### config.mk
export PLATFORM = sky130hd
export DESIGN_NAME = strip_frame_buffer_flat
export DESIGN_NICKNAME = d
export VERILOG_FILES = /design/src/rtl/strip_frame_buffer_if.sv /design/src/rtl/strip_frame_buffer.sv /design/src/flat_wrapper.sv
export SDC_FILE = /design/constraint.sdc
export NUM_CORES = 1
export LEC_CHECK = 0
export BUFFER_PORTS_ARGS = -buffer_cell sky130_fd_sc_hd__buf_2
export CORE_ASPECT_RATIO = 1.4
export CORE_MARGIN = 4
export CORE_UTILIZATION = 40
export DETAILED_ROUTE_END_ITERATION = 6
export PLACE_DENSITY = 0.56
export SETUP_SLACK_MARGIN = 0.1
export SLEW_MARGIN = 20
export SYNTH_ARGS = -nofsm -noshare
export SYNTH_HDL_FRONTEND = slang
export SYNTH_SLANG_ARGS = --single-unit
### constraint.sdc
create_clock -name clk -period 9.35 [get_ports clk]
set_input_delay 0.4675 -clock clk [delete_from_list [all_inputs] [get_ports clk]]
set_output_delay 0.4675 -clock clk [all_outputs]
set_load 0.02 [all_outputs]
### src/rtl/strip_frame_buffer_if.sv
// Pixel write / commit bus between the frame source and strip_frame_buffer.
interface strip_frame_buffer_if #(
    parameter int unsigned LENGTH = 4,
    parameter int unsigned ADDR_W = 2
);
    logic                     wr_en;
    logic [ADDR_W-1:0]        wr_addr;
    logic [7:0]               wr_red;
    logic [7:0]               wr_green;
    logic [7:0]               wr_blue;
    logic [7:0]               brightness;
    logic                     commit;
    logic                     encoder_busy;
    logic [LENGTH*24-1:0]     strip;
    logic                     frame_pending;
    logic                     commit_ack;
    logic                     wr_error;

    modport master (
        output wr_en, wr_addr, wr_red, wr_green, wr_blue, brightness,
               commit, encoder_busy,
        input  strip, frame_pending, commit_ack, wr_error
    );

    modport slave (
        input  wr_en, wr_addr, wr_red, wr_green, wr_blue, brightness,
               commit, encoder_busy,
        output strip, frame_pending, commit_ack, wr_error
    );
endinterface

### src/rtl/strip_frame_buffer.sv
// Double-buffered LED strip frame store: scaled GRB shadow writes,
// published to the encoder-facing strip only while the encoder is idle.
module strip_frame_buffer #(
    parameter int unsigned LENGTH = 4,
    parameter int unsigned ADDR_W = 2
) (
    input  logic               clk,
    input  logic               reset,
    strip_frame_buffer_if.slave bus
);
    localparam int unsigned PIX_W   = 24;
    localparam int unsigned STRIP_W = LENGTH * PIX_W;

    typedef enum logic [1:0] {
        IDLE    = 2'd0,
        PENDING = 2'd1,
        LOAD    = 2'd2
    } state_t;

    state_t               state;
    logic [PIX_W-1:0]     shadow [LENGTH];
    logic [STRIP_W-1:0]   strip_q;
    logic                 frame_pending_q;
    logic                 commit_ack_q;
    logic                 wr_error_q;
    logic                 in_range_c;
    logic [PIX_W-1:0]     pix_c;

    // Scale one colour channel by (brightness + 1) / 256.
    function automatic logic [7:0] scale(input logic [7:0] c, input logic [7:0] b);
        logic [15:0] prod;
        prod = 16'(c) * (16'(b) + 16'd1);
        return prod[15:8];
    endfunction

    // Address check and GRB packing of the incoming pixel.
    always_comb begin
        in_range_c = (32'(bus.wr_addr) < LENGTH);
        pix_c      = {scale(bus.wr_green, bus.brightness),
                      scale(bus.wr_red,   bus.brightness),
                      scale(bus.wr_blue,  bus.brightness)};
    end

    // Shadow writes, commit FSM and publication of the strip.
    always_ff @(posedge clk) begin
        if (reset) begin
            state           <= IDLE;
            strip_q         <= '0;
            frame_pending_q <= 1'b0;
            commit_ack_q    <= 1'b0;
            wr_error_q      <= 1'b0;
            for (int i = 0; i < LENGTH; i++) begin
                shadow[i] <= '0;
            end
        end else begin
            commit_ack_q <= 1'b0;
            wr_error_q   <= bus.wr_en && !in_range_c;

            // Writes are accepted in every state; a LOAD-edge write misses this frame.
            for (int i = 0; i < LENGTH; i++) begin
                if (bus.wr_en && in_range_c && (bus.wr_addr == ADDR_W'(i))) begin
                    shadow[i] <= pix_c;
                end
            end

            case (state)
                IDLE: begin
                    if (bus.commit) begin
                        state           <= PENDING;
                        frame_pending_q <= 1'b1;
                    end
                end
                PENDING: begin
                    if (!bus.encoder_busy) begin
                        state <= LOAD;
                    end
                end
                LOAD: begin
                    for (int i = 0; i < LENGTH; i++) begin
                        strip_q[i*PIX_W +: PIX_W] <= shadow[i];
                    end
                    commit_ack_q <= 1'b1;
                    if (bus.commit) begin
                        state           <= PENDING;
                        frame_pending_q <= 1'b1;
                    end else begin
                        state           <= IDLE;
                        frame_pending_q <= 1'b0;
                    end
                end
                default: begin
                    state           <= IDLE;
                    frame_pending_q <= 1'b0;
                end
            endcase
        end
    end

    assign bus.strip         = strip_q;
    assign bus.frame_pending = frame_pending_q;
    assign bus.commit_ack    = commit_ack_q;
    assign bus.wr_error      = wr_error_q;
endmodule

### src/flat_wrapper.sv
// flat-port wrapper written by rule: the top's interface ports become plain ports
module strip_frame_buffer_flat 
#(
    parameter int unsigned LENGTH = 4,
    parameter int unsigned ADDR_W = 2
)
  (clk, reset, bus_wr_en, bus_wr_addr, bus_wr_red, bus_wr_green, bus_wr_blue, bus_brightness, bus_commit, bus_encoder_busy, bus_strip, bus_frame_pending, bus_commit_ack, bus_wr_error);
  strip_frame_buffer_if #(.LENGTH(LENGTH), .ADDR_W(ADDR_W)) bus_i ();
  input  logic clk;
  input  logic reset;
  input wire logic [$bits(bus_i.wr_en)-1:0] bus_wr_en;
  input wire logic [$bits(bus_i.wr_addr)-1:0] bus_wr_addr;
  input wire logic [$bits(bus_i.wr_red)-1:0] bus_wr_red;
  input wire logic [$bits(bus_i.wr_green)-1:0] bus_wr_green;
  input wire logic [$bits(bus_i.wr_blue)-1:0] bus_wr_blue;
  input wire logic [$bits(bus_i.brightness)-1:0] bus_brightness;
  input wire logic [$bits(bus_i.commit)-1:0] bus_commit;
  input wire logic [$bits(bus_i.encoder_busy)-1:0] bus_encoder_busy;
  output wire logic [$bits(bus_i.strip)-1:0] bus_strip;
  output wire logic [$bits(bus_i.frame_pending)-1:0] bus_frame_pending;
  output wire logic [$bits(bus_i.commit_ack)-1:0] bus_commit_ack;
  output wire logic [$bits(bus_i.wr_error)-1:0] bus_wr_error;
  assign bus_i.wr_en = bus_wr_en;
  assign bus_i.wr_addr = bus_wr_addr;
  assign bus_i.wr_red = bus_wr_red;
  assign bus_i.wr_green = bus_wr_green;
  assign bus_i.wr_blue = bus_wr_blue;
  assign bus_i.brightness = bus_brightness;
  assign bus_i.commit = bus_commit;
  assign bus_i.encoder_busy = bus_encoder_busy;
  assign bus_strip = bus_i.strip;
  assign bus_frame_pending = bus_i.frame_pending;
  assign bus_commit_ack = bus_i.commit_ack;
  assign bus_wr_error = bus_i.wr_error;
  strip_frame_buffer #(.LENGTH(LENGTH), .ADDR_W(ADDR_W)) u_core (.clk(clk), .reset(reset), .bus(bus_i));
endmodule
==> qor.yml <==
outcome:
  outcome: "completed"
grt:
  grtUsageTotal_pct: 18.9
  grt_max_degree: 98
  antenna_found_initial: 0
  overflow: 0
  grt_pass1_vias: 10828
  grt_first_pass_wirelength_um: 58500
routing:
  avgRoutedWirePerCell_um: 17.1
  dr.first_iter.drc_count: 667
  remaining_drc_errors: 0
  drtAntennaViolNets: 0
  totalWireLength_um: 35700
  firstDrtPassIters: 5
  vias_per_cell: 5.07
  routed-via-count: 10589
timing:
  tns_ns: 0
  setup_viol: 0
  rsz0062_at_grt: "no"
  finalCritPeriodShare_pct: 61.3
  whs_ns: 0.206
  slew_headroom_pct: 30.5
  slew_viol_final: 0
  finalWorstSetupSlack_ns: 3.62
  fmax_mhz: 174
  finalCriticalPeriod_ns: 5.73
  finalHoldViolations: 0
  fin_skew_ns: 0.00741
  tightestPinTransition_ns: 1.04
die:
  coreArea_um2: 34900
  die_area_um2: 38300
  die_y_um: 230
  row_count: 81
  ioPinCount: 138
  fp.dieW_um: 167
  start_util_pct: 40.4
critical_path:
  worstPathRequired_ns: 9.64
  cp-startpoint: "bus_brightness[0]"
  crit_end: "u_core.shadow[2][6]"
  worstPathArrival_ns: 6.02
  reg2reg_depth: 4
  rrSetupSlack_ns: 7.33
  r2r_end: "bus_strip[30]"
  path_max_fanout: 25
  r2r_start: "u_core.state[1]"
  endpoint_kind: "flop"
  worst_setup_path_start_kind: "primary input"
  crit_type: "in -> reg"
yosys:
  ys_seq_elements: 196
  syn_area_um2: 14100
  yosys.area.top_type_share_pct: 20.5
  yosysWarnings: 0
  yosysUniqueCellTypes: 67
  ys_seq_area_share_pct: 34.7
  async_flop_share_pct: 0
  synthFlopType: "dfxtp_1"
  yosysTopAreaCell: "edfxtp_1"
  synth-edff-count: 96
  syn_nets: 1777
  syn_inst: 1521
  synth_area_leaders: "edfxtp_1, fa_1, dfxtp_1, ha_1, nand2_1"
  synth.avg_cell_area_um2: 9.27
clocking:
  cts_hold_buf: 0
  insertion_delay_ns: 0.43
  cts_max_path_buffers: 2
  cts_tree: "yes"
  htree_levels: 4
  cts_resized: 0
  clk_pin_slew_worst_paths_ns: 0.07
  cts_buffers: 17
  cts_setup_buffers: 0
  clock-sinks: 196
  root_buffer: "clkbuf_16"
placed_design:
  place_inst: 2057
  io_buffers: 136
  gp_congestion: 0.881
  dp_hpwl_um: 27700
  pre_cts_ws_ns: 3.07
  dpl_cell_area_um2: 15200
run:
  cap_violations: 0
cells_and_area:
  stdcell_area_um2: 15800
  syn2layout_area_growth_pct: 11.9
  fin_nets: 1876
  layout.cells.non_filler: 2089
  final_cell_mix: "nand2_1, inv_1, and2_1"
  drive_gt1_share_pct: 12.9
  layout_commonest_cell: "nand2_1"
  diodes: 0
power:
  p_leak_nw: 6.96
  vdd.ir_drop.worst_uv: 148
  p_per_area_nw_per_um2: 222
worst_hold_path:
  hold_class: "in -> reg"
worst min path at each step:
stage,depth (start not counted),endpoint,startpoint,slack (ns)
finish,2,u_core.state[1],bus_encoder_busy,0.21
global route,2,u_core.state[1],bus_encoder_busy,0.20
global placement,2,bus_strip[68],bus_strip[68],0.44
detailed placement,2,bus_strip[89],bus_strip[89],0.44
floorplan,1,u_core.state[1],u_core.state[1],0.44
CTS,2,u_core.state[1],bus_encoder_busy,0.19
kinds of logic (layout without fill, tap and decap cells):
logic type / Yosys count / count (layout) / synth area share, %
buffers and inverters: 231 / 343 / 6.39
other: 1 / 1 / 0.0266
AOI/OAI and AO/OA: 219 / 219 / 9.72
muxes: 4 / 4 / 0.284
DFF: 196 / 196 / 34.7
xor gates and xnor gates: 31 / 31 / 2.09
and+or+nand+nor: 622 / 622 / 21.2
adders and majority gates: 217 / 217 / 25.7
sequential cells by signal (all words and copies together), names as in the netlist:
register,count
bus_strip,96
u_core.bus.frame_pending,1
u_core.bus.commit_ack,1
u_core.state,2
u_core.shadow,96
Yosys cell counts (all sizes together), types with 14 or more instances:
master / n
nor2: 85
inv: 159
buf: 27
and2: 147
o21ai: 15
nand3: 14
ha: 97
dfxtp: 100
xnor2: 19
fa: 120
a21oi: 138
nor2b: 17
nand2: 280
clkbuf: 45
edfxtp: 96
nor3: 24
nand4: 16
worst max-delay path, stage by stage:
cell	delay [ns]
buf_2	0.38
nand2_1	0.09
nor2_1	0.16
and3_1	0.22
xor2_2	0.45
buf_4	0.31
and2_1	0.17
fa_1	0.45
fa_1	0.51
fa_1	0.49
inv_1	0.05
fa_1	0.50
inv_1	0.05
ha_1	0.39
a21oi_1	0.30
o221ai_1	0.19
o21ai_2	0.34
o211ai_1	0.31
nor2_1	0.18
power breakdown:
| group | switching, mW | internal (mW) |
|---|---|---|
| logic | 1.17 | 0.616 |
| clock network | 0.320 | 0.393 |
| registers | 0.0278 | 0.976 |
| total | 1.52 | 1.99 |
per-stage QoR:
stage	power (mW)	utilization [%]
CTS	3.52	45.2
finish	3.50	45.2
floorplan	2.31	-
detailed placement	2.81	43.6
global placement	2.78	43.6
global route	3.78	45.2
routing by layer:
layer / global-route usage [%] / wire [um] / up-vias
li1: - / - / 5150
met4: 7.21 / 1250 / 0
met2: 32.9 / 17900 / 283
met3: 2.42 / 1380 / 60
met1: 24.0 / 15200 / 5096
met5: 0 / 0 / -
final cells by class:
class                      instances  area [um^2]
clock inverter                     8         61.3
multi-input combinational       1094         8340
sequential                       196         4880
fill                            3416        19100
inverter                         159          597
clock buffer                      24          517
tap                              456          571
timing repair buffer             152          803
(Power assumes the default switching activity.)
